<file path="config.mk">
export PLATFORM = sky130hd
export DESIGN_NAME = fetch_sequencer
export DESIGN_NICKNAME = d
export VERILOG_FILES = /design/src/rtl/fetch_sequencer.sv
export SDC_FILE = /design/constraint.sdc
export NUM_CORES = 1
export LEC_CHECK = 0
export BUFFER_PORTS_ARGS = -buffer_cell sky130_fd_sc_hd__buf_2
export CAP_MARGIN = 20
export CORE_UTILIZATION = 35
export DETAILED_ROUTE_END_ITERATION = 12
export SYNTH_ARGS = -nofsm -noshare
export SYNTH_HDL_FRONTEND = slang
export SYNTH_SLANG_ARGS = --single-unit
</file>
<file path="constraint.sdc">
create_clock -name clock -period 1.5 [get_ports clock]
set_input_delay 0.075 -clock clock [delete_from_list [all_inputs] [get_ports clock]]
set_output_delay 0.075 -clock clock [all_outputs]
set_load 0.02 [all_outputs]
</file>
<file path="src/rtl/fetch_sequencer.sv">
// Fetch/decode sequencer: reads the instruction at pc_in, holds it in ir for execute, then steps or jumps the PC once.
// Latency: >=1 FETCH cycle + DECODE handshake + 1 ADVANCE cycle per instruction; ir is held until exec_ready.
// Backpressure: stalls in FETCH until mem_ack (or TIMEOUT cycles with FETCH_TIMEOUT_EN defined) and in DECODE until exec_ready.
module fetch_sequencer #(
    parameter int ADDR_W  = 4,
    parameter int INSTR_W = 8,
    parameter int TIMEOUT = 15
) (
    input  logic               clock,
    input  logic               reset,
    input  logic               start,
    input  logic               resume,
    input  logic [ADDR_W-1:0]  pc_in,
    output logic [ADDR_W-1:0]  mem_addr,
    output logic               mem_req,
    input  logic               mem_ack,
    input  logic [INSTR_W-1:0] mem_rdata,
    input  logic               zero_flag,
    output logic [INSTR_W-1:0] ir,
    output logic               ir_valid,
    input  logic               exec_ready,
    output logic               pc_load_n,
    output logic               pc_hold,
    output logic [ADDR_W-1:0]  pc_target,
    output logic               halted,
    output logic               fetch_err
);

    typedef enum logic [2:0] {IDLE, FETCH, DECODE, ADVANCE, HALTED} state_t;

    localparam logic [3:0] OP_HALT = 4'hD;
    localparam logic [3:0] OP_JZ   = 4'hE;
    localparam logic [3:0] OP_JMP  = 4'hF;

    state_t     state;
    logic       jump_q;
    logic       no_step;
    logic [3:0] opcode;

    assign mem_addr  = pc_in;
    assign pc_target = ir[ADDR_W-1:0];
    assign opcode    = ir[INSTR_W-1 -: 4];

    // PC controls are pure decodes of registered state, active only in ADVANCE.
    assign pc_load_n = !((state == ADVANCE) && jump_q);
    assign pc_hold   = !((state == ADVANCE) && !jump_q && !no_step);

`ifdef FETCH_TIMEOUT_EN
    localparam int CNT_W = $clog2(TIMEOUT + 1);
    logic [CNT_W-1:0] to_cnt;
    logic             retry_q;
    logic             err_q;

    assign no_step   = retry_q;
    assign fetch_err = err_q;
`else
    assign no_step   = 1'b0;
    assign fetch_err = 1'b0;
`endif

    always_ff @(posedge clock or negedge reset) begin
        if (!reset) begin
            state    <= IDLE;
            ir       <= '0;
            jump_q   <= 1'b0;
            mem_req  <= 1'b0;
            ir_valid <= 1'b0;
            halted   <= 1'b0;
`ifdef FETCH_TIMEOUT_EN
            to_cnt   <= '0;
            retry_q  <= 1'b0;
            err_q    <= 1'b0;
`endif
        end else begin
            case (state)
                IDLE: begin
                    if (start) begin
                        state   <= FETCH;
                        mem_req <= 1'b1;
`ifdef FETCH_TIMEOUT_EN
                        to_cnt  <= '0;
`endif
                    end
                end
                FETCH: begin
                    if (mem_ack) begin
                        ir       <= mem_rdata;
                        state    <= DECODE;
                        mem_req  <= 1'b0;
                        ir_valid <= 1'b1;
`ifdef FETCH_TIMEOUT_EN
                    end else if (to_cnt == CNT_W'(TIMEOUT - 1)) begin
                        // Give up on this address; resume refetches it without stepping.
                        state   <= HALTED;
                        mem_req <= 1'b0;
                        halted  <= 1'b1;
                        err_q   <= 1'b1;
                        retry_q <= 1'b1;
                    end else begin
                        to_cnt  <= to_cnt + CNT_W'(1);
`endif
                    end
                end
                DECODE: begin
                    if (exec_ready) begin
                        ir_valid <= 1'b0;
                        case (opcode)
                            OP_HALT: begin
                                state  <= HALTED;
                                halted <= 1'b1;
                            end
                            OP_JMP: begin
                                jump_q <= 1'b1;
                                state  <= ADVANCE;
                            end
                            OP_JZ: begin
                                jump_q <= zero_flag;
                                state  <= ADVANCE;
                            end
                            default: begin
                                jump_q <= 1'b0;
                                state  <= ADVANCE;
                            end
                        endcase
                    end
                end
                ADVANCE: begin
                    state   <= FETCH;
                    mem_req <= 1'b1;
                    jump_q  <= 1'b0;
`ifdef FETCH_TIMEOUT_EN
                    to_cnt  <= '0;
                    retry_q <= 1'b0;
`endif
                end
                HALTED: begin
                    if (resume) begin
                        state  <= ADVANCE;
                        halted <= 1'b0;
                        jump_q <= 1'b0;
                    end
                end
                default: state <= IDLE;
            endcase
        end
    end

endmodule
</file>
==> results.md <==
- Status: complete, no violations
- Total Power: 2220 uW
- Main synth FF type: dfrtp_1
- Die width: 51.0 um
- I/O Pins: between 40 and 50
- Flop pwr share: 34.7%
- Max Freq: between 0.7 and 0.8 GHz
- Proportion of power drawn by combinational gates: between 50% and 60%
- Hold path start: mem_rdata[3]
- Fraction of layout cells with a size suffix above 1: a little over half
- CTS Root Cell: clkbuf_4
- Iter 0 DRT Violations: 11
- Initial core utilization: 37.6%
- RSZ-0062 raised after global routing: false
- DR pass1 iterations: 5
- Area growth from synthesis to layout: 26.0%
- Critical path endpoint category: primary output
- Syn nets: between 90 and 100
- Worst Clk Skew: between 0.002 and 0.003 ns
- Worst-Skew Late Latency: approximately 0.28 ns
- Routed WL: between 1500 and 2000 um
- Grt total ovfl: 0
- CTS tree: yes
- Crit. Startpoint: state[1]$_DFFE_PN0P_
- Synth cell count leaders: 15 x dfrtp_1, 9 x buf_4, 8 x mux2_4, 5 x o21ai_0
- Buffers on Ports: 31
- CP startpoint kind: flip-flop
- DP HPWL: approximately 1300 um
- Via count: 691
- Psw: 926 uW
- Vias in the first global route: 643
- Global-route wire length before repair: ~2800 um
- Post-Syn Instances: 75
- Die Height: approximately 50 um
- Clk pwr share: a little over a tenth
- Largest net degree at the start of global routing: 16
- Clk pin slew, worst setup/hold paths: approximately 0.090 ns
- Via/cell ratio: a little over 5
- Setup WS post-layout: ~0.076 ns
- VDD IR max: 1.21 mV
- Placed Instance Area: a little under 1000 sq um
- Post-route DRC: 0
- Die Area: around 2600 sq um
- CTS Buf Count: 3
- FP Rows: 17
- Synth cell types: 29
- Seq/Total Area, Yosys: between 40% and 50%
- Class of the worst hold path: in -> reg
- Static leakage: a little over 0.0005 uW
- CP arrival: ~1.4 ns
- Final instance area: around 1100 sq um
- Final Hold Vio Count: 0
- Critical path class: reg -> out
- Max H-tree Level: 1
- Final setup fails: 0
- CORE AREA: roughly 2200 sq um
- # nets final: between 100 and 150
- Sw Ratio: between 40% and 50%
- Register bit total from synthesis: 15
- Sum of negative setup slack: 0 ns
- Share of flip-flops with an asynchronous set or reset: 100%
- Overall Global Routing Usage: approximately 15%
- # diodes: 0
- Top-count cell post-synth: dfrtp_1
- Worst Path Max Fanout: 8
- Share of the synthesized area in the top cell type: between 40% and 50%
- Mean Syn Cell Area: 11.2 sq um
- Yosys warnings: 0
- Area contributors post-synth: dfrtp_1 45%, mux2_4 14%, buf_4 8.0%
- Final Max Slew Viols: 0
- Fill count: 211
- Synth area leader: dfrtp_1
- Deepest clock path buffer count: 2
- Critical Path RT: 1.42 ns
- Clk sink count: 15
- Fin crit period: ~1.4 ns
- Worst r2r src: state[2]$_DFFE_PN0P_
- EDFF count, synth: 0
- Post-Place Setup Slack: about 0.17 ns
- P_int: ~1300 uW
- Initial antenna violation count: 0
- Hold slack: about 0.016 ns
- PwrDens: 2090 nW/um^2
- RD Place Congestion: roughly 0.89
- Post-synthesis cell area: 841 sq um
- Post-route ant nets: 0
- Routed wire length per instance: ~13 um
- Max Cap Viol: 0
- Final Cycle Share: 94.9%
[stage by stage]
step | utilization (%) | instances
2_1_floorplan | - | 75
3_3_place_gp | 43.1 | 125
3_5_place_dp | 43.1 | 125
4_1_cts | 45.8 | 132
5_1_grt | 47.5 | 135
6_report | 47.5 | 135
[routing by layer]
layer / routed length, um / vias to the layer above / GRT usage, %
met5: 0 / - / 0
li1: - / 321 / -
met3: 135 / 2 / 2.98
met1: 777 / 338 / 18.3
met2: 890 / 30 / 25.0
met4: 10 / 0 / 6.02
[state kept, by name, indices dropped and copies added (netlist names)]
register / count
ir: 8
state: 3
halted: 1
ir_valid: 1
jump_q: 1
mem_req: 1
[final cells by class]
cell class	count	area (sq um)	area share, %
clock inverter	1	5.00	0.472
multi-input combinational	47	380	35.9
timing repair buffer	39	230	21.7
tap	28	35.0	3.31
clock buffer	3	22.5	2.13
inverter	2	7.51	0.708
sequential	15	379	35.8
[critical path, cell delays in order (launching register included)]
cell     delay [ns]
dfrtp_2        0.46
and2b_2        0.23
buf_4          0.15
nand3_1        0.07
buf_2          0.16
[logic make-up after synthesis]
| group | after synthesis | synth area share [%] |
|---|---|---|
| muxes | 10 | 16.8 |
| and+or+nand+nor | 22 | 16.7 |
| AOI/OAI and AO/OA | 14 | 10.6 |
| other | 1 | 0.446 |
| DFF | 15 | 44.6 |
| buffers and inverters | 13 | 10.9 |
[final timing paths]
path	depth (start not counted)	slack [ns]	endpoint
max	4	0.08	pc_load_n
min	2	0.02	ir[3]$_DFFE_PN0P_
max reg2reg	4	0.11	ir[4]$_DFFE_PN0P_
min reg2reg	2	0.51	halted$_DFFE_PN0P_
max in group asynchronous	2	1.01	state[2]$_DFFE_PN0P_
min in group asynchronous	2	0.22	halted$_DFFE_PN0P_
[what timing repair did]
action                     CTS  global route
resized for setup            5             4
hold buffers                 1             1
buffers inserted             2             2
pin swaps                    0             0
hold endpoints to repair    15             1
setup endpoints to repair    1             1
[cell usage in the layout (no fill, tap or decap), drive strengths merged, types with 2 or more instances in the layout]
cell / instances
and2b: 2
clkbuf: 3
nand3b: 3
buf: 37
nand2: 3
a21oi: 4
nor2: 3
inv: 2
nand3: 4
dfrtp: 15
dlygate4sd3: 2
o21ai: 5
mux2: 9
[power groups by stage]
stage                     Sequential [uW]  Combinational, uW  Clock [uW]
after floorplan                       921                709           0
after global placement                767               1110           0
after detailed placement              767               1120           0
after CTS                             771               1150         239
after global routing                  800               1300         268
final                                 769               1220         232
(Power assumes the default switching activity.)
